[src/rtl/bus_ready_controller.sv]
// ---------------------------------------------------------------------------
// bus_ready_controller
//
// Generates the CPU bus handshake (cpu_mem_ready) for the memory-mapped
// targets behind the CPU: RAM, VDP, status registers, DSP and the flash
// reader.
// - RAM, VDP, status and DSP have a fixed access latency set by a per-target
//   parameter and counted down in a 4-bit wait counter.
// - Flash reads wait for the flash reader's flash_read_ready pulse.
//   An 8-bit counter bounds that wait. When the bound expires, the
//   transfer is completed anyway and the sticky bus_timeout flag is set.
//
// Ports
//   clk               system clock, rising-edge active
//   reset             asynchronous, active-high reset
//   cpu_mem_valid     CPU request pending
//   cpu_ram_en        decoded select: CPU RAM
//   vdp_en            decoded select: VDP
//   status_en         decoded select: status registers
//   dsp_en            decoded select: DSP
//   flash_read_en     decoded select: flash reader
//   flash_read_ready  one-cycle pulse from the flash reader, read data valid
//   timeout_clear     clears bus_timeout
//   cpu_mem_ready     registered one-cycle transfer-complete pulse
//   bus_busy          registered, high while a transfer is in flight
//   bus_timeout       registered sticky flash-timeout flag
//
// Timing
//   - cpu_mem_ready is high during the last busy cycle of WAIT or FLASH.
//   - DONE follows as one quiet cycle, with both ready and busy low.
//   - After DONE the FSM returns to IDLE. A cpu_mem_valid that the CPU has
//     not yet dropped is therefore never taken as a second request.
//   - For a wait target with latency N, the FSM spends N+1 cycles in WAIT.
//     The ready pulse falls in the last of those cycles.
//
// State | meaning
// IDLE  | waiting for cpu_mem_valid with a decoded select
// WAIT  | fixed-latency access, wait_cnt counting down to 0
// FLASH | waiting for flash_read_ready, tmo_cnt counting up
// DONE  | one-cycle gap after completion, then back to IDLE
// ---------------------------------------------------------------------------
module bus_ready_controller #(
  parameter int RAM_WAIT      = 0,
  parameter int VDP_WAIT      = 1,
  parameter int STATUS_WAIT   = 0,
  parameter int DSP_WAIT      = 1,
  parameter int FLASH_TIMEOUT = 255
) (
  input  logic clk,
  input  logic reset,
  input  logic cpu_mem_valid,
  input  logic cpu_ram_en,
  input  logic vdp_en,
  input  logic status_en,
  input  logic dsp_en,
  input  logic flash_read_en,
  input  logic flash_read_ready,
  input  logic timeout_clear,
  output logic cpu_mem_ready,
  output logic bus_busy,
  output logic bus_timeout
);

  localparam logic [3:0] RAM_W    = 4'(RAM_WAIT);
  localparam logic [3:0] VDP_W    = 4'(VDP_WAIT);
  localparam logic [3:0] STATUS_W = 4'(STATUS_WAIT);
  localparam logic [3:0] DSP_W    = 4'(DSP_WAIT);
  localparam logic [7:0] TMO_MAX  = 8'(FLASH_TIMEOUT);

  typedef enum logic [1:0] {
    IDLE  = 2'd0,
    WAIT  = 2'd1,
    FLASH = 2'd2,
    DONE  = 2'd3
  } state_t;

  state_t     state;
  logic [3:0] wait_cnt;
  logic [7:0] tmo_cnt;

  logic       wait_sel;
  logic [3:0] wait_load;
  logic       tmo_set;

  // Fixed-latency target selection.
  // The if-chain gives the priority ram > vdp > status > dsp.
  // Flash is taken only when none of these four is selected.
  always_comb begin
    wait_sel  = cpu_ram_en | vdp_en | status_en | dsp_en;
    wait_load = 4'd0;
    if (cpu_ram_en)     wait_load = RAM_W;
    else if (vdp_en)    wait_load = VDP_W;
    else if (status_en) wait_load = STATUS_W;
    else if (dsp_en)    wait_load = DSP_W;
  end

  // Timeout fires only while still waiting on a live request.
  // flash_read_ready in the same cycle wins, so bus_timeout is left alone.
  assign tmo_set = (state == FLASH) && !cpu_mem_ready && cpu_mem_valid &&
                   !flash_read_ready && (tmo_cnt == TMO_MAX);

  always_ff @(posedge clk or posedge reset) begin
    if (reset) begin
      state         <= IDLE;
      wait_cnt      <= 4'd0;
      tmo_cnt       <= 8'd0;
      cpu_mem_ready <= 1'b0;
      bus_busy      <= 1'b0;
      bus_timeout   <= 1'b0;
    end else begin
      case (state)
        IDLE: begin
          cpu_mem_ready <= 1'b0;
          bus_busy      <= 1'b0;
          if (cpu_mem_valid && wait_sel) begin
            state         <= WAIT;
            wait_cnt      <= wait_load;
            // Zero-latency targets complete in the very first WAIT cycle.
            cpu_mem_ready <= (wait_load == 4'd0);
            bus_busy      <= 1'b1;
          end else if (cpu_mem_valid && flash_read_en) begin
            state    <= FLASH;
            tmo_cnt  <= 8'd0;
            bus_busy <= 1'b1;
          end
        end

        WAIT: begin
          if (cpu_mem_ready) begin
            // The ready pulse has been presented; the transfer is finished.
            state         <= DONE;
            cpu_mem_ready <= 1'b0;
            bus_busy      <= 1'b0;
          end else if (!cpu_mem_valid) begin
            state    <= IDLE;
            wait_cnt <= 4'd0;
            bus_busy <= 1'b0;
          end else begin
            wait_cnt      <= wait_cnt - 4'd1;
            cpu_mem_ready <= (wait_cnt == 4'd1);
          end
        end

        FLASH: begin
          if (cpu_mem_ready) begin
            state         <= DONE;
            cpu_mem_ready <= 1'b0;
            bus_busy      <= 1'b0;
            tmo_cnt       <= 8'd0;
          end else if (!cpu_mem_valid) begin
            state    <= IDLE;
            tmo_cnt  <= 8'd0;
            bus_busy <= 1'b0;
          end else if (flash_read_ready) begin
            cpu_mem_ready <= 1'b1;
          end else if (tmo_cnt == TMO_MAX) begin
            cpu_mem_ready <= 1'b1;
          end else begin
            tmo_cnt <= tmo_cnt + 8'd1;
          end
        end

        DONE: begin
          state         <= IDLE;
          cpu_mem_ready <= 1'b0;
          bus_busy      <= 1'b0;
        end
      endcase

      // Set has priority over clear.
      if (tmo_set)
        bus_timeout <= 1'b1;
      else if (timeout_clear)
        bus_timeout <= 1'b0;
    end
  end

endmodule

[config.mk]
export PLATFORM = sky130hd
export DESIGN_NAME = bus_ready_controller
export DESIGN_NICKNAME = d
export VERILOG_FILES = /design/src/rtl/bus_ready_controller.sv
export SDC_FILE = /design/constraint.sdc
export NUM_CORES = 1
export LEC_CHECK = 0
export CORE_UTILIZATION = 59
export DETAILED_ROUTE_END_ITERATION = 8
export PLACE_DENSITY = 0.83
export SYNTH_ARGS = -nofsm -noshare
export SYNTH_HDL_FRONTEND = slang
export SYNTH_SLANG_ARGS = --single-unit
[constraint.sdc]
create_clock -name clk -period 4.8 [get_ports clk]
set_input_delay 0.48 -clock clk [delete_from_list [all_inputs] [get_ports clk]]
set_output_delay 0.48 -clock clk [all_outputs]
set_load 0.01 [all_outputs]
# --- After elaboration in Yosys (flattened, before gate mapping) ---
# Cells that the tools add are included.
totals:
  regBits: 17
  inputBits: 10
  word_cells: 76
op_classes:
  add_sub_neg: 2
  n_eq_ne: 13
  n_mux: 35
  n_bitwise: 3
  n_reduce_logical: 17
op_table:
  columns: ["operator", "n"]
  rows:
  - ["8-bit 2-to-1 mux", 6]
  - ["1-bit 2-to-1 mux", 17]
  - ["8-bit case mux with 2 select lines", 1]
  - ["4-bit 2-to-1 mux", 3]
  - ["8-bit by 1-bit adder with 8-bit output (second input constant)", 1]
  - ["8-bit == test (second input constant)", 1]
  - ["2-bit 2-to-1 mux", 4]
  - ["2-bit != test (second input constant)", 4]
  - ["4-bit != test (second input constant)", 2]
  - ["4-bit case mux with 2 select lines", 1]
  - ["1-bit logical AND", 6]
  - ["2-bit case mux with 3 select lines", 1]
  - ["2-bit nonzero test", 3]
  - ["5-bit AND reduction", 1]
  - ["2-bit == test (second input constant)", 2]
  - ["4-bit by 1-bit == test with 1-bit output (second input constant)", 1]
  - ["4-bit logical NOT", 1]
  - ["1-bit case mux with 4 select lines", 1]
  - ["4-bit by 1-bit subtractor with 4-bit output (second input constant)", 1]
  - ["3-bit by 2-bit != test with 1-bit output (second input constant)", 1]
  - ["3-bit != test (second input constant)", 1]
  - ["1-bit OR", 3]
  - ["1-bit case mux with 3 select lines", 1]
  - ["3-bit AND reduction", 1]
  - ["other kinds (5)", 6]

# --- Depth between registers and ports, before layout ---
# Gate-level depths: netlist of run 1.
logic_depth:
  depth_word: 7
  depth_mapped: 7
  mapped_depth_nobuf: 6

# --- Worst setup path after synthesis of run 1 ---
# OpenSTA, ideal clock, no wires.
synth_path:
  path_kind: "input -> register"
  startpoint: "input vdp_en"
  endpoint: "register tmo_cnt[4]"
  setup_ns: 0.083
  arrival_time_ns: 1.534
  t_required_ns: 4.717
  setup_slack_ns: 3.183
  path_stages: 4
  path_buffers: 0
  cell_sequence: "nor4_4 a41oi_2 or4_1 o21ai_0"
synth_between:
  elab_chain_cells: 6
synth_rtl:
  columns: ["item", "line", "source"]
  rows:
  - ["start, declared", "53", "input logic vdp_en,"]
  - ["1-bit OR (3 in series)", "89", "wait_sel = cpu_ram_en | vdp_en | status_en | dsp_en;"]
  - ["1-bit logical AND", "115", "if (cpu_mem_valid && wait_sel) begin"]
  - ["2-bit != test (no line)", null, null]
  - ["5-bit AND reduction (no line)", null, null]
  - ["end signal, assigned", "159", "tmo_cnt <= tmo_cnt + 8'd1;"]
  - ["end, declared", "79", "logic [7:0] tmo_cnt;"]
# No other way between the ends.
# A chain may end at the register's enable or synchronous reset.

# --- Worst setup path after layout of run 1 ---
# Ends and elaborated chain as after synthesis.

==> metrics, run 1 <==
Reg2Reg Depth=6; # IOs=13; final hold viol count=0; H-Tree Depth=1; cts hold-fix bufs=0; vias in the first global route=892; CP max-delay cell=or4_1; critical path type=in -> reg; XOR/XNOR share of the synthesized area=0%; mux cell area share after synthesis=2.76%; gr busiest metal=met2; Final ANT Viol Nets=0; Setup WS post-layout=2.78 ns; post-DR vias/cell=6.35; initial antenna violation count=0; share of cells above drive strength 1=6.72%; max incr delay on CP=0.52 ns; PD cells=435 mW/mm^2; final setup fails=0; initial core utilization=64.3%; Leak Pwr=0.000555 uW; post-CTS sizing=0; hold path depth=2; Synth Cell Area=0.00113 sq mm; routability congestion estimate=0.884; largest net degree at the start of global routing=18; crit path capture type=flip-flop; total power=563 uW; P&R area growth vs syn=14.1%; # DRC=0; Setup WS pre-CTS=2.49 ns; Synth Instances=122; synth warn=0; total CTS buffers=3; Hold WC Path Type=reg -> reg; syn avg cell area=9.30 sq um; global-route wire length before repair=4030 microns; sequential share of the synthesized area=37.5%; met2 usage=43.7%; post-DR wirelength/cell=14.8 microns; Main synth FF type=dfrtp_1; global-route usage over all layers=27.1%; Die ar.=0.00210 sq mm; CTS Buffer Depth=2; grt met3 use=7.94%; ant diodes=0; TNS Setup=0 ns; total number of clock tree sinks=17; worst slew pin tran=0.722 ns; most common cell in the netlist=dfrtp_1; Core ar.=0.00176 sq mm; Critical Path AT=2.23 ns; setup repair bufs after CTS=0; total grt overflow=0; Post-Synth Adder-Cell Area=7.72%; status=finished, final reports clean; number of iterations in the first detailed-routing pass=4; synth cell count leaders=dfrtp_1 (17), nand2_1 (11), inv_1 (9); clk_lat worst skew=0.29 ns; max_cap viols=0; met1 Use GR=35.8%; post-synthesis cell type count=45; PortBufs=12; Mapped Nets=139; startpoint types=input pin; Fin Hold WS=0.498 ns; Initial DRC Count=20; Routed WL=2360 microns; Crit Path Max Fanout=5; TritonCTS clock tree=done; Compound-Gate Fraction of Synth Area=26.5%; Peak VDD IR=345 uV; Post-synth EDFFs=0; CP Cell Sequence=clkdlybuf4s50_1 > nor4_4 > a41oi_2 > or4_1 > o21ai_0; site row count=15; Final min period=2.02 ns; DP Wirelength=1810 microns; number of synthesized register bits=17; Nets=152; Core Util, Final=73.4%; Max Clock Freq=495 MHz; Clock Root Buffer=clkbuf_4; Data required, critical path=5.01 ns; share of the synthesized area in the top cell type=37.5%; clock slew at reported path FFs=0.10 ns; largest family of logic cells by synthesized area=compound AO/OA/AOI/OAI gates; post-synthesis simple-gate area fraction=21.1%; Post-synth ARST share=100%; largest area contributor in the netlist=dfrtp_1; worst rel slew slack=51.2%; Max Slew Vio Count=0; vias post-DR=1,009; chip width=45.9 microns; dominant cells by area after synthesis=dfrtp_1 (37%), ha_1 (7.7%), a31oi_1 (3.9%); RSZ-0062 raised after global routing=no; period utilisation layout=42.1%; clock skew=0.00155 ns; die extent in y=45.9 microns
==> registers in the layout, summed over array words and instances (netlist names) <==
name	cells
tmo_cnt	8
wait_cnt	4
state	2
bus_busy	1
bus_timeout	1
cpu_mem_ready	1
==> layout make-up <==
type,count,area [sq um]
repair buffers,12,120
clock buffers,4,26.3
well taps,25,31.3
fillers,141,469
flip-flops and latches,17,425
multi-input cells,92,658
inverters,9,33.8
==> path summary, 6_finish.rpt <==
path | start | end | slack, ns
hold reg to reg | bus_timeout | bus_timeout | 0.50
max in group asynchronous | reset | state[0] | 3.81
setup reg to reg | state[1] | tmo_cnt[1] | 2.97
min in group asynchronous | reset | wait_cnt[0] | 0.57
setup / recovery | vdp_en | tmo_cnt[4] | 2.78
hold / removal | bus_timeout | bus_timeout | 0.50
==> logic make-up (layout without fill, tap and decap cells) <==
logic type,Yosys count,in the layout
AND/OR/NAND/NOR,41,41
flip-flops,17,17
buffers and inverters,13,25
adder cells (fa/ha/maj),7,7
AO/OA/AOI/OAI,41,41
multiplexers,3,3
==> placed cells by master, fill, tap and decap left out, types with 2 or more instances in the layout <==
cell / instances
nand4_1: 2
or4_1: 2
nor2_1: 5
clkbuf_4: 3
inv_1: 9
a22oi_1: 2
nand2b_1: 4
a31oi_1: 7
a21o_1: 2
nor2b_1: 2
dfrtp_1: 17
o21ai_0: 8
nand2_1: 11
o41ai_1: 3
nand3_1: 4
a21oi_1: 4
clkdlybuf4s50_1: 12
mux2i_1: 2
nor4_1: 2
ha_1: 7
==> stage by stage <==
stage,instances,area (sq um)
6_report,159,1290
3_5_place_dp,155,1270
5_1_grt,159,1290
4_1_cts,159,1290
3_3_place_gp,155,1270
2_1_floorplan,122,1130
==> power by group <==
group | total, uW | internal, uW | leakage, uW | switching (uW)
clock network | 78.1 | 32.3 | 0.0000150 | 45.8
logic | 277 | 125 | 0.000310 | 152
registers | 209 | 176 | 0.000230 | 32.4
total | 563 | 334 | 0.000555 | 230
==> worst max-delay path: cells and delay by family <==
kind / cells / cell delay, ns
buf+inv: 1 / 0.49
compound gates: 2 / 0.35
simple gates: 2 / 0.92
==> per-layer routing <==
layer  part of all wire, %  vias to the layer above
li1                      -                      487
met1                    45                      483
met2                    50                       37
met3                   5.5                        2
met4                  0.42                        0
met5                     0                        -
Power figures use the tool's default switching activity.
==> run 2: changes to the inputs <==
--- a/config.mk
+++ b/config.mk
@@ -5,9 +5,9 @@
 export SDC_FILE = /design/constraint.sdc
 export NUM_CORES = 1
 export LEC_CHECK = 0
-export CORE_UTILIZATION = 59
+export CORE_UTILIZATION = 54
 export DETAILED_ROUTE_END_ITERATION = 8
-export PLACE_DENSITY = 0.83
+export PLACE_DENSITY = 0.77
 export SYNTH_ARGS = -nofsm -noshare
 export SYNTH_HDL_FRONTEND = slang
 export SYNTH_SLANG_ARGS = --single-unit
==> constraint.sdc (replaced) <==
create_clock -name clk -period 2.11 [get_ports clk]
set_input_delay 0.211 -clock clk [delete_from_list [all_inputs] [get_ports clk]]
set_output_delay 0.211 -clock clk [all_outputs]
set_load 0.01 [all_outputs]
==> run 2 against run 1 <==
Sequential cell count unchanged. Hold slack worse by 0.21 ns. Clock skew up 0.0011 ns. Non-clock buffer count up 1. Count of clock-buffer cells in the layout unchanged. First-iteration DRC count up 130%. Die area up 8.8%. Clock power up 130%. Global-route usage down 5.0 points. Sequential share of layout area down 0.25 points. Combinational power up 130%. Critical path depth unchanged.
==> metrics, run 2 (synthesized netlist as in run 1, its figures left out) <==
TritonCTS clock tree=done; global-route wire length before repair=3530 microns; cts hold-fix bufs=0; final hold viol count=0; post-CTS sizing=0; Non-Filler Instances=162; Die ar.=0.00229 sq mm; Largest Register=tmo_cnt; die extent in y=47.8 microns; total CTS buffers=3; startpoint types=flip-flop; Critical Path AT=2.01 ns; Clock Root Buffer=clkbuf_4; initial antenna violation count=0; most common cell after layout, fill and taps aside=dfrtp_1; Filler cells=177; total number of clock tree sinks=17; Core ar.=0.00196 sq mm; max_cap viols=0; DP Wirelength=1780 microns; Largest register FFs=8; dpl cells=158; global-route usage over all layers=22.2%; Peak VDD IR=801 uV; number of iterations in the first detailed-routing pass=5; vias in the first global route=820; TNS Setup=0 ns; post-DR wirelength/cell=14.8 microns; CTS Buffer Depth=2; site row count=16; P&R area growth vs syn=15.0%; vias post-DR=1,017; Setup WS post-layout=0.338 ns; final setup fails=0; crit path capture type=flip-flop; Max Clock Freq=564 MHz; ant diodes=0; PD cells=989 mW/mm^2; post-DR vias/cell=6.28; period utilisation layout=84.0%; largest net degree at the start of global routing=18; Hold WC Path Type=in -> async; setup repair bufs after CTS=0; Final min period=1.77 ns; Max Slew Vio Count=0; Nets=153; Setup WS pre-CTS=0.0935 ns; Routed WL=2390 microns; clk_lat worst skew=0.30 ns; Data required, critical path=2.35 ns; leading cell types in the layout, fill and taps excluded=dfrtp_1 (17), clkdlybuf4s50_1 (12), nand2_1 (11); sequential cell area=425 sq um; share of cells above drive strength 1=7.41%; RSZ-0062 raised after global routing=no; clock skew=0.00262 ns; worst slew pin tran=0.632 ns; Multi-input gate area=658 sq um; # DRC=0; Crit Path Max Fanout=5; Final ANT Viol Nets=0; H-Tree Depth=1; chip width=47.8 microns; PortBufs=12; biggest regs=tmo_cnt (8), wait_cnt (4), state (2); routability congestion estimate=0.823; status=finished, final reports clean; clock slew at reported path FFs=0.10 ns; Initial DRC Count=45; # IOs=13; total grt overflow=0; initial core utilization=57.8%; critical path type=reg -> reg; worst rel slew slack=57.8%; Leak Pwr=0.000560 uW
[run 2: path summary, 6_finish.rpt]
check / cells past startpoint / slack [ns] / to / start
worst min-delay path: 2 / 0.29 / tmo_cnt[4] / reset
max in group asynchronous: 2 / 1.41 / tmo_cnt[6] / reset
worst max-delay path: 5 / 0.34 / tmo_cnt[7] / tmo_cnt[0]
worst max register to register: 5 / 0.34 / tmo_cnt[7] / tmo_cnt[0]
min in group clk: 2 / 0.50 / bus_timeout / bus_timeout
worst min register to register: 2 / 0.50 / bus_timeout / bus_timeout
[run 2: power breakdown]
| part | internal (uW) | total, uW | switching, uW | leakage [uW] |
|---|---|---|---|---|
| Sequential | 401 | 471 | 69.8 | 0.000230 |
| Combinational | 289 | 637 | 349 | 0.000315 |
| Clock | 73.7 | 183 | 109 | 0.0000150 |
[run 2: worst max-delay path, cell delays in order (launching register included)]
cell	delay (ns)
dfrtp_1	0.44
ha_1	0.29
and4_1	0.18
or4_1	0.44
nor4_1	0.19
o22a_1	0.17
[run 2: per-layer routing]
layer / GRT usage [%] / share of wire, % / vias up
li1: - / - / 490
met1: 29.7 / 46 / 482
met2: 35.1 / 48 / 43
met3: 4.15 / 5.7 / 2
met4: 8.89 / 0.71 / 0
met5: 0 / 0 / -
[run 2: through the flow]
| step | power, uW | utilization [%] | hold WS (ns) | area [sq um] |
|---|---|---|---|---|
| after CTS | 1290 | 66.5 | 0.320 | 1310 |
| final | 1290 | 66.5 | 0.290 | 1310 |
| after detailed placement | 1110 | 65.2 | 0.476 | 1280 |
| after global routing | 1390 | 66.5 | 0.365 | 1310 |
| after global placement | 1080 | 65.2 | 0.471 | 1280 |
| after floorplan | 936 | - | 0.137 | 1130 |
[run 2: cell type report]
class	count	area share [%]
repair buffers	13	9.78
well taps	27	2.59
inverters	9	2.59
flip-flops and latches	17	32.6
clock buffers	4	2.01
multi-input cells	92	50.4
